$ cat src/rtl/clock_set_ctrl.sv
// clock_set_ctrl: debounced two-key time-setting front end for a 12-hour clock
module clock_set_ctrl #(
    parameter int DEBOUNCE_CYCLES = 1000000,
    parameter int BLINK_CYCLES    = 12500000
) (
    input  logic       clk,
    input  logic       reset,
    input  logic       key_mode_n,
    input  logic       key_inc_n,
    input  logic [7:0] hour_in,
    input  logic [7:0] min_in,
    input  logic       ampm_in,
    output logic [7:0] hour_data,
    output logic [7:0] min_data,
    output logic [7:0] sec_data,
    output logic       ampm_data,
    output logic       load_hour,
    output logic       load_min,
    output logic       load_sec,
    output logic       load_ampm,
    output logic       run_en,
    output logic       blink_hour,
    output logic       blink_min
);
    localparam int DW = $clog2(DEBOUNCE_CYCLES + 1);
    localparam int BW = $clog2(BLINK_CYCLES + 1);
    localparam logic [DW-1:0] DMAX = DW'(DEBOUNCE_CYCLES - 1);
    localparam logic [BW-1:0] BMAX = BW'(BLINK_CYCLES - 1);

    typedef enum logic [1:0] {RUN, EDIT_HOUR, EDIT_MIN, COMMIT} state_t;

    state_t        state, state_nx;
    logic [1:0]    s1, s2, prev, db, armed, press;
    logic [DW-1:0] cnt [2];
    logic [BW-1:0] bcnt;
    logic          phase, mode_press, inc_press, enter_edit;
    logic [7:0]    edit_hour, edit_min;
    logic          edit_ampm;

    function automatic logic [7:0] valid_hour(input logic [7:0] h);
        return ((h[7:4] == 4'd0 && h[3:0] >= 4'd1 && h[3:0] <= 4'd9) ||
                (h[7:4] == 4'd1 && h[3:0] <= 4'd2)) ? h : 8'h12;
    endfunction

    function automatic logic [7:0] valid_min(input logic [7:0] m);
        return (m[7:4] <= 4'd5 && m[3:0] <= 4'd9) ? m : 8'h00;
    endfunction

    function automatic logic [7:0] inc_hour(input logic [7:0] h);
        return h == 8'h12 ? 8'h01 : h == 8'h09 ? 8'h10 : {h[7:4], h[3:0] + 4'd1};
    endfunction

    function automatic logic [7:0] inc_min(input logic [7:0] m);
        return m[3:0] == 4'd9 ? (m[7:4] == 4'd5 ? 8'h00 : {m[7:4] + 4'd1, 4'h0})
                              : {m[7:4], m[3:0] + 4'd1};
    endfunction

    assign mode_press = press[0];
    assign inc_press  = press[1];

    // Two-stage synchronizer plus a delayed copy to detect level changes
    always_ff @(posedge clk) begin
        s1   <= {key_inc_n, key_mode_n};
        s2   <= s1;
        prev <= s2;
    end

    // Debounce each key; a press is only armed once the key has been seen stably released
    always_ff @(posedge clk) begin
        for (int k = 0; k < 2; k++) begin
            press[k] <= 1'b0;
            if (reset) begin
                cnt[k]   <= '0;
                db[k]    <= 1'b1;
                armed[k] <= 1'b0;
            end else if (s2[k] != prev[k]) begin
                cnt[k] <= '0;
            end else if (cnt[k] != DMAX) begin
                cnt[k] <= cnt[k] + 1'b1;
            end else begin
                if (s2[k]) armed[k] <= 1'b1;
                if (s2[k] != db[k]) begin
                    db[k]    <= s2[k];
                    press[k] <= ~s2[k] & armed[k];
                end
            end
        end
    end

    // Edit state register
    always_ff @(posedge clk) begin
        state <= reset ? RUN : state_nx;
    end

    // Next state: mode advances the edit sequence, commit lasts one cycle
    always_comb begin
        state_nx = state;
        case (state)
            RUN:       state_nx = mode_press ? EDIT_HOUR : RUN;
            EDIT_HOUR: state_nx = mode_press ? EDIT_MIN : EDIT_HOUR;
            EDIT_MIN:  state_nx = mode_press ? COMMIT : EDIT_MIN;
            default:   state_nx = RUN;
        endcase
    end

    // Capture current time on entry to edit, then apply inc presses to the active field
    always_ff @(posedge clk) begin
        if (reset) begin
            edit_hour <= 8'h12;
            edit_min  <= 8'h00;
            edit_ampm <= 1'b0;
        end else if (state == RUN && mode_press) begin
            edit_hour <= valid_hour(hour_in);
            edit_min  <= valid_min(min_in);
            edit_ampm <= ampm_in;
        end else if (inc_press && !mode_press && state == EDIT_HOUR) begin
            edit_hour <= inc_hour(edit_hour);
            edit_ampm <= edit_ampm ^ (edit_hour == 8'h11);
        end else if (inc_press && !mode_press && state == EDIT_MIN) begin
            edit_min <= inc_min(edit_min);
        end
    end

    assign enter_edit = state_nx != state && (state_nx == EDIT_HOUR || state_nx == EDIT_MIN);

    // Blink phase generator, restarted visible on entry to each edit field
    always_ff @(posedge clk) begin
        if (reset) begin
            bcnt  <= '0;
            phase <= 1'b0;
        end else if (enter_edit) begin
            bcnt  <= '0;
            phase <= 1'b1;
        end else if (bcnt == BMAX) begin
            bcnt  <= '0;
            phase <= ~phase;
        end else begin
            bcnt <= bcnt + 1'b1;
        end
    end

    assign hour_data  = edit_hour;
    assign min_data   = edit_min;
    assign ampm_data  = edit_ampm;
    assign sec_data   = 8'h00;
    assign load_hour  = state == COMMIT;
    assign load_min   = state == COMMIT;
    assign load_sec   = state == COMMIT;
    assign load_ampm  = state == COMMIT;
    assign run_en     = state == RUN;
    assign blink_hour = state == EDIT_HOUR && !phase;
    assign blink_min  = state == EDIT_MIN && !phase;
endmodule
$ cat config.mk
export PLATFORM = sky130hd
export DESIGN_NAME = clock_set_ctrl
export DESIGN_NICKNAME = d
export VERILOG_FILES = /design/src/rtl/clock_set_ctrl.sv
export SDC_FILE = /design/constraint.sdc
export NUM_CORES = 1
export LEC_CHECK = 0
export ABC_CLOCK_PERIOD_IN_PS = 2300
export CAP_MARGIN = 20
export CORE_UTILIZATION = 45
export CTS_CLUSTER_DIAMETER = 80
export DETAILED_ROUTE_END_ITERATION = 10
export PLACE_DENSITY = 0.68
export SLEW_MARGIN = 20
export SYNTH_ARGS = -nofsm -noshare
export SYNTH_HDL_FRONTEND = slang
export SYNTH_SLANG_ARGS = --single-unit
$ cat constraint.sdc
create_clock -name clk -period 2.3 [get_ports clk]
set_input_delay 0.345 -clock clk [delete_from_list [all_inputs] [get_ports clk]]
set_output_delay 0.345 -clock clk [all_outputs]
set_load 0.02 [all_outputs]
# Word-level counts from Yosys, hierarchy flattened
# Memories as Yosys holds them, arrays and structs flattened.
# Cells that the tools add are included.
[word_totals] regBits=56 mem_bits_rw=40 in_bits=21 out_inout_bits=32 elab_cells=136 n_memories=1
[mem_list] name="cnt" depth=2 word_bits=20 rd=2 rd_clocked_by_memory_dff=0 wr=2 line="34" source="logic [DW-1:0] cnt [2];"
[classes] n_addsub=6 order_cmp=5 eq_ne=20 n_mux=39 n_bitwise=16 reduce_logical=32
[ops] operator="8-bit 2-to-1 mux" n=11
[ops] operator="20-bit 2-to-1 mux" n=4
[ops] operator="20-bit by 1-bit adder with 20-bit output, second input constant" n=2
[ops] operator="20-bit != test, second input constant" n=2
[ops] operator="24-bit by 1-bit adder with 24-bit output, second input constant" n=1
[ops] operator="24-bit equality test, second input constant" n=1
[ops] operator="1-bit 2-to-1 mux" n=22
[ops] operator="8-bit by 5-bit equality test with 1-bit output, second input constant" n=2
[ops] operator="3-bit AND reduction" n=5
[ops] operator="4-bit by 1-bit adder with 4-bit output, second input constant" n=3
[ops] operator="1-bit logical AND" n=11
[ops] operator="1-bit NOT" n=9
[ops] operator="8-bit by 4-bit equality test with 1-bit output, second input constant" n=1
[ops] operator="4-bit <= comparator, second input constant" n=2
[ops] operator="2-bit nonzero test" n=4
[ops] operator="4-bit OR reduction" n=2
[ops] operator="2-bit equality test, second input constant" n=3
[ops] operator="2-bit case mux with 3 select lines" n=1
[ops] operator="2-bit by 1-bit equality test with 1-bit output, second input constant" n=2
[ops] operator="4-bit by 1-bit equality test with 1-bit output, second input constant" n=1
[ops] operator="4-bit by 3-bit equality test with 1-bit output, second input constant" n=1
[ops] operator="4-bit equality test, second input constant" n=1
[ops] operator="4-bit by 1-bit >= comparator with 1-bit output, second input constant" n=1
[ops] operator="4-bit by 2-bit <= comparator with 1-bit output, second input constant" n=1
[ops] operator="15 further kinds" n=25

# Logic depth before layout (Yosys ltp)
# Gate-level depths: netlist (run 1).
# An unclocked memory read counts as a cell.
[logic_depth] word_depth=7 mapped_depth=7 ltp_nobuf=6

# Least setup slack after synthesis (run 1)
# Ideal clock, no wire load.
[synth_path] path_kind="register to register" from="memory cnt[1][6] (netlist bit)" to="memory cnt[1][0] (netlist bit) (enable)" setup_time_ps=394 arrival_ps=1925 required_time_ps=1906 slack_ps=-19 path_stages_with_launch=5 n_path_buf=0 synth_period_minus_slack_ps=2319 cell_sequence="edfxtp_1 > or4bb_1 > nor4_1 > and2_1 > nand2_1"
[synth_lines] item="start, declared" line="34"

# Worst setup path in the final report (run 1)
[layout_path] from="register state[1]" to="output blink_hour"
[layout_via] elab_chain_cells=2
[layout_lines] item="start, declared" line="32" source="state_t state, state_nx;"
[layout_lines] item="start signal, assigned" line="92" source="state <= reset ? RUN : state_nx;"
[layout_lines] item="2-bit by 1-bit equality test with 1-bit output" line="151" source="assign blink_hour = state == EDIT_HOUR && !phase;"
[layout_lines] item="1-bit logical AND" line="151"
[layout_lines] item="end, declared" line="22" source="output logic blink_hour,"
# No other way between the ends.

==> results of run 1 <==
-- worst max-delay path, stage by stage, from the launching register on --
cell and delay (ns):
sky130_fd_sc_hd__dfxtp_1 0.39, sky130_fd_sc_hd__nand2b_1 0.25, sky130_fd_sc_hd__nor2_1 0.18, sky130_fd_sc_hd__clkdlybuf4s50_1 0.63
-- sequential cells by signal, indices dropped and copies added (netlist names) --
signal / cells
cnt: 40
bcnt: 24
hour_data: 8
min_data: 8
armed: 2
db: 2
press: 2
prev: 2
s1: 2
s2: 2
state: 2
ampm_data: 1
phase: 1
-- through the flow --
stage	instance area [µm²]	util [%]
final	5850	53.7
after CTS	5850	53.7
after global placement	5650	51.9
after detailed placement	5650	51.9
after global routing	5850	53.7
after floorplan	5070	-
-- synthesized netlist by cell type (2+ instances only) --
cell | instances | area share [%]
sky130_fd_sc_hd__nor2_1 | 66 | 4.9
sky130_fd_sc_hd__dfxtp_1 | 56 | 22
sky130_fd_sc_hd__edfxtp_1 | 40 | 24
sky130_fd_sc_hd__a21oi_1 | 37 | 3.7
sky130_fd_sc_hd__nand2_1 | 31 | 2.3
sky130_fd_sc_hd__o21ai_0 | 28 | 2.8
sky130_fd_sc_hd__nand3_1 | 24 | 2.4
sky130_fd_sc_hd__xnor2_1 | 23 | 4.0
sky130_fd_sc_hd__inv_1 | 22 | 1.6
sky130_fd_sc_hd__clkbuf_1 | 18 | 1.3
sky130_fd_sc_hd__or3_1 | 16 | 2.0
sky130_fd_sc_hd__nand4_1 | 15 | 1.9
sky130_fd_sc_hd__or4_1 | 13 | 1.9
sky130_fd_sc_hd__xor2_1 | 13 | 2.3
sky130_fd_sc_hd__o31ai_1 | 12 | 1.8
sky130_fd_sc_hd__buf_4 | 11 | 1.6
sky130_fd_sc_hd__nor3_1 | 11 | 1.1
sky130_fd_sc_hd__nor4_1 | 10 | 1.2
sky130_fd_sc_hd__a31oi_1 | 8 | 0.99
sky130_fd_sc_hd__ha_1 | 8 | 2.0
sky130_fd_sc_hd__and2_1 | 6 | 0.74
sky130_fd_sc_hd__and3_1 | 6 | 0.74
sky130_fd_sc_hd__nor4b_1 | 6 | 1.0
sky130_fd_sc_hd__nand3b_1 | 5 | 0.74
sky130_fd_sc_hd__nor3b_1 | 5 | 0.74
sky130_fd_sc_hd__and4_1 | 4 | 0.69
sky130_fd_sc_hd__buf_2 | 4 | 0.40
sky130_fd_sc_hd__nand2b_1 | 4 | 0.50
sky130_fd_sc_hd__or2_2 | 4 | 0.50
sky130_fd_sc_hd__a21o_1 | 3 | 0.45
sky130_fd_sc_hd__a22oi_1 | 3 | 0.45
sky130_fd_sc_hd__a41oi_1 | 3 | 0.52
sky130_fd_sc_hd__o21a_1 | 3 | 0.45
sky130_fd_sc_hd__a211oi_1 | 2 | 0.30
sky130_fd_sc_hd__a21boi_0 | 2 | 0.30
sky130_fd_sc_hd__a311oi_1 | 2 | 0.35
sky130_fd_sc_hd__and3b_1 | 2 | 0.35
sky130_fd_sc_hd__o311ai_0 | 2 | 0.35
-- power groups by stage --
stage,logic (W),clock network (W),registers (W)
after floorplan,0.0000821,0,0.00182
after global placement,0.000128,0,0.00182
after detailed placement,0.000130,0,0.00182
after CTS,0.000131,0.00115,0.00178
after global routing,0.000144,0.00122,0.00179
final,0.000130,0.00111,0.00178
-- cells by family after synthesis --
family / share of synthesized area, %
simple gates: 26.0
other cells: 0.0744
fa+ha+maj: 1.98
flops: 46.0
buf+inv: 5.01
mux: 0.223
compound gates: 14.4
xor+xnor: 6.25
-- layout make-up --
cell class | count | area, µm²
clock buffers | 9 | 124
clock inverters | 7 | 72.6
fillers | 1018 | 5040
inverters | 22 | 82.6
multi-input cells | 408 | 2500
flip-flops and latches | 96 | 2320
well taps | 140 | 175
repair buffers | 60 | 573
-- timing repair --
item	4_1_cts	5_1_grt
resized for setup	1	0
endpoints found under the setup margin	1	0
hold endpoints to repair	0	0
hold buffers	0	0
-- layer usage --
layer  wire [µm]  share of wire, %
met3         371               3.6
met2        5190                50
met5           0                 0
met1        4800                46
met4          80              0.77
-- worst max path at each step --
stage	startpoint	endpoint	depth (start not counted)
floorplan	cnt[1][6]	cnt[1][0]	4
detailed placement	cnt[1][0]	cnt[1][18]	5
finish	state[1]	blink_hour	3
CTS	state[1]	blink_hour	3
global route	state[1]	blink_hour	3
global placement	cnt[1][0]	cnt[1][18]	5
==> run summary, run 1 <==
===========================================================================================
Die area                                                                         0.0116 mm²
Worst slew pin tran                                                                0.647 ns
M1 GR Usage                                                                           22.4%
Total Wirelength                                                                  10,400 µm
Most common library cell in the layout ignoring fill and taps                  sky130_fd_sc_hd__nor2_1
Proportion of power drawn by the clock network                                        36.6%
Core outline area                                                                0.0109 mm²
Antenna violations before repair                                                          0
Post-route total power                                                            0.00302 W
Power density relative to cell area                                              517 mW/mm²
Endpoint class of the critical path                                              output pin
Critical Path AT                                                                    1.82 ns
Worst Path Max Fanout                                                                     9
Die H                                                                                108 µm
Wire length of the first global-routing pass                                      17,500 µm
Number of I/O port buffers                                                               44
Post-synth ARST share                                                                    0%
Sequential element share of the synthesized area                                      46.0%
Total grt overflow                                                                        0
Setup slack after placement                                                        0.167 ns
Final-layout setup total negative slack                                                0 ns
Switching Fraction                                                                    22.8%
Avg Inst Size Synth                                                                9.14 µm²
Main flop type after synthesis                                                 sky130_fd_sc_hd__dfxtp_1
Combined area of all synthesized cells                                          0.00504 mm²
Initial DRT Pass Iterations                                                               4
Worst reg2reg path depth                                                                  5
Starting density of the core                                                          46.3%
Vias after detailed routing                                                           4,207
EDFF count, synth                                                                        40
Proportion of layout cells with a drive suffix above 1                                7.81%
Cell internal pwr                                                                 0.00233 W
Worst min-delay path category                                                       reg2reg
Sequential Power Share                                                                59.0%
Startpoint of the worst register-to-register path                                 cnt[1][0]
Global router's overall resource usage                                                18.8%
Htree depth                                                                               3
Clock Skew                                                                        0.0127 ns
Met3 routing resource usage after global routing                                      5.08%
Final setup violation count                                                               0
Die X                                                                                108 µm
CTS tree                                                                               done
Count of endpoints failing hold in the final timing report                                0
Antenna viol nets, final                                                                  0
Commonest cells after routing, fill and taps aside                             66 x sky130_fd_sc_hd__nor2_1, 55 x sky130_fd_sc_hd__dfxtp_1, 44 x sky130_fd_sc_hd__clkdlybuf4s50_1, 40 x sky130_fd_sc_hd__edfxtp_1, 37 x sky130_fd_sc_hd__a21oi_1
Clock latency of the later-clocked register in the worst-skew pair                  0.37 ns
Yosys warns                                                                               0
Global placement routability congestion                                               0.790
Half-perimeter wire length after placement                                          7390 µm
Layout Area Growth over Synthesis                                                     16.0%
Post-route insts no fill                                                                742
Worst vdd ir                                                                       0.432 mV
PnR worst setup slack                                                              0.136 ns
Run status                                                                        completed
Switch Pwr                                                                       0.000690 W
Critical path type                                                                  reg2out
Critical path startpoint category                                                      flop
Total count of max-transition violations in the final report                              0
Number of placement rows                                                                 38
Net count of the finished layout                                                        626
Reg2reg end                                                                      cnt[1][18]
Post-placement cell count                                                               726
Global routing met2 resource utilization                                              33.3%
Worst path required time                                                            1.96 ns
Clock-pin transition on the worst setup and hold timing paths                       0.10 ns
Combinational power share                                                              4.3%
Top-level port count                                                                     53
Number of unique standard cell types used by synthesis                                   62
Cell depth of the worst min-delay path                                                    0
Tightest slew margin relative to the limit                                            56.4%
Via count of the first global-routing pass                                            3,961
Number of buffers created by CTS                                                          9
Period utilisation layout                                                             94.1%
Clock Path Buffers                                                                        2
Leak                                                                                1.94 nW
Hold_sp                                                                               s1[1]
Flops & latches, synth                                                                   96
Total number of clock tree sinks                                                         96
Diode insertion count for antenna repair                                                  0
Time the worst path needs with I/O delays and setup                                 2.16 ns
Peak clock frequency supported by timing                                          0.462 GHz
Number of buffers inserted to repair setup after CTS                                      0
Final-layout worst hold slack                                                      0.336 ns
RSZ-0062 raised after global routing                                                  false
WL/cell                                                                             14.1 µm
Hold Path Sink                                                                        s2[1]
Number of design-rule violations left by the first detailed-router iteration            240
Number of vias per cell after detailed routing                                         5.67
Number of maximum-capacitance violations                                                  0
Buffer type at the clock tree root                                             sky130_fd_sc_hd__clkbuf_8
R2R setup slack                                                                     0.16 ns
Busiest metal layer after global routing                                               met2
Synthesized netlist cell count                                                          552
Maximum number of pins on one net before global-route repair                             25
Drt drc                                                                                   0
===========================================================================================
No activity file was read; power rests on OpenSTA's default activity.
==> inputs of run 2 (changes only) <==
PLACE_DENSITY = 0.72   (was 0.68)
==> run 2 against run 1 <==
  * Non-clock buffer count is 2 higher
  * Worst hold slack is essentially flat
  * Maximum frequency fell by 0.46%
  * Clock power decreased by 5%
  * Via count decreased by 0.31%
  * Die area unchanged
  * Critical endpoint is now cnt[1][18]
  * Largest cell class unchanged
==> run summary, run 2 (synthesized netlist as in run 1, its figures left out) <==
===========================================================================================
Run status                                                                        completed
Worst path required time                                                            2.53 ns
Worst Path Max Fanout                                                                     7
Number of placement rows                                                                 38
Cell depth of the worst min-delay path                                                    0
Registers with the most flip-flops                                             cnt (40), bcnt (24)
Total placed instance area                                                      0.00567 mm²
Post-placement cell count                                                               728
Global placement routability congestion                                               0.822
Area of the multi-input gates                                                   0.00250 mm²
Clock-pin transition on the worst setup and hold timing paths                       0.09 ns
Vias after detailed routing                                                           4,194
PnR worst setup slack                                                              0.126 ns
Number of design-rule violations left by the first detailed-router iteration            277
Setup slack after placement                                                        0.147 ns
Diode insertion count for antenna repair                                                  0
Power density relative to cell area                                              507 mW/mm²
R2R setup slack                                                                     0.13 ns
Antenna viol nets, final                                                                  0
Clock Path Buffers                                                                        2
RSZ-0062 raised after global routing                                                  false
Worst vdd ir                                                                       0.234 mV
Period utilisation layout                                                             94.5%
Startpoint of the worst register-to-register path                                 cnt[1][0]
Total number of clock tree sinks                                                         96
Fill count                                                                            1,032
Hold Path Sink                                                                        s2[1]
Buffer type at the clock tree root                                             sky130_fd_sc_hd__clkbuf_8
Half-perimeter wire length after placement                                          7220 µm
Endpoint class of the critical path                                                    flop
PostCTS Resize Cnt                                                                        0
Global router's overall resource usage                                                19.2%
Max FFs per register                                                                     40
Register with the most flip-flops                                                       cnt
Worst reg2reg path depth                                                                  5
WL/cell                                                                             14.0 µm
Final-layout setup total negative slack                                                0 ns
Drt drc                                                                                   0
Initial DRT Pass Iterations                                                               4
Clock Skew                                                                        0.0118 ns
Clock latency of the later-clocked register in the worst-skew pair                  0.37 ns
Worst min-delay path category                                                       reg2reg
Reg2reg end                                                                      cnt[1][18]
Critical path startpoint category                                                      flop
Number of maximum-capacitance violations                                                  0
Number of buffers inserted to repair setup after CTS                                      0
Leak                                                                                1.95 nW
Cts hold-fix bufs                                                                         0
Number of vias per cell after detailed routing                                         5.64
Critical Path AT                                                                    2.41 ns
Post-route insts no fill                                                                744
Total grt overflow                                                                        0
Top-level port count                                                                     53
Net count of the finished layout                                                        628
Final setup violation count                                                               0
Core outline area                                                                0.0109 mm²
Time the worst path needs with I/O delays and setup                                 2.17 ns
Proportion of layout cells with a drive suffix above 1                                7.95%
Wire length of the first global-routing pass                                      17,600 µm
Critical path type                                                                  reg2reg
Most common library cell in the layout ignoring fill and taps                  sky130_fd_sc_hd__nor2_1
Ordered cell list for the critical path                                        ha_1 > nand2_4 > or4_1 > or4_4 > a21oi_2
Antenna violations before repair                                                          0
Hold_sp                                                                               s1[1]
Footprint of the flip-flops and latches                                         0.00232 mm²
Starting density of the core                                                          46.3%
CTS tree                                                                               done
Via count of the first global-routing pass                                            3,821
Total Wirelength                                                                  10,400 µm
Htree depth                                                                               3
Slowest library cell on the worst path                                         sky130_fd_sc_hd__or4_1
Peak clock frequency supported by timing                                          0.460 GHz
Number of buffers created by CTS                                                          9
Maximum number of pins on one net before global-route repair                             25
Total count of max-transition violations in the final report                              0
Number of I/O port buffers                                                               44
Die area                                                                         0.0116 mm²
Tightest slew margin relative to the limit                                            50.0%
Layout Area Growth over Synthesis                                                     16.0%
Largest incremental delay on the critical path                                      0.65 ns
Die X                                                                                108 µm
Die H                                                                                108 µm
Design Area, Final                                                              0.00585 mm²
Commonest cells after routing, fill and taps aside                             66 x sky130_fd_sc_hd__nor2_1, 55 x sky130_fd_sc_hd__dfxtp_1, 44 x sky130_fd_sc_hd__clkdlybuf4s50_1, 40 x sky130_fd_sc_hd__edfxtp_1, 37 x sky130_fd_sc_hd__a21oi_1
Worst slew pin tran                                                                0.743 ns
Count of endpoints failing hold in the final timing report                                0
===========================================================================================
==> run 2: cell types whose count changed in the layout (fill, tap and decap cells not counted) <==
cell                         change
sky130_fd_sc_hd__clkinv_2        +1
sky130_fd_sc_hd__bufinv_16       -1
sky130_fd_sc_hd__clkinvlp_4      -2
sky130_fd_sc_hd__clkbuf_16       +1
sky130_fd_sc_hd__inv_4           +1
sky130_fd_sc_hd__clkinv_4        -1
sky130_fd_sc_hd__clkbuf_1        +1
sky130_fd_sc_hd__buf_4           +2
==> run 2: worst max-delay path by stage <==
| stage | from | endpoint | slack (ns) |
|---|---|---|---|
| 2_1_floorplan | cnt[1][6] | cnt[1][0] | 0.17 |
| 3_3_place_gp | cnt[1][0] | cnt[1][18] | 0.19 |
| 3_5_place_dp | cnt[1][0] | cnt[1][18] | 0.15 |
| 4_1_cts | state[0] | blink_hour | 0.04 |
| 5_1_grt | cnt[1][0] | cnt[1][18] | 0.04 |
| 6_report | cnt[1][0] | cnt[1][18] | 0.13 |
==> run 2: power by group <==
group	internal, W	switching, W
logic	0.0000580	0.0000736
registers	0.00177	0.0000110
clock network	0.000457	0.000595
==> run 2: layout make-up <==
class                      count  area share (%)
multi-input combinational    408            42.7
sequential                    96            39.7
timing repair buffer          62            10.1
tap                          140            2.99
clock buffer                  11            2.61
inverter                      22            1.41
clock inverter                 5           0.513
==> run 2: layer usage <==
metal  track usage (%)  vias to the layer above  wire length (µm)
met5                 0                        -                 0
met1              24.6                     1999              4900
met4              6.95                        0               150
li1                  -                     2103                 -
met3              4.84                       10               383
met2              31.2                       82              4970
==> run 2: metrics by stage <==
stage                     total power (W)  hold WS, ns  util, %
final                             0.00297        0.336     53.7
after global routing              0.00310        0.347     53.7
after CTS                         0.00299        0.337     53.7
after detailed placement          0.00196        0.314     52.0
after global placement            0.00195        0.312     52.0
after floorplan                   0.00190        0.310        -
==> run 2: critical path: cells and delay by family (launching register included) <==
kind	cells	cell delay [ns]
and+or+nand+nor	3	1.26
DFF	1	0.39
adders and majority gates	1	0.25
AOI/OAI and AO/OA	1	0.13
==> inputs of run 3 (changes only) <==
GPL_ROUTABILITY_DRIVEN = 0   (was default)
==> results of run 3 <==
No change in the layout: final DEF, timing and power equal those of run 2.
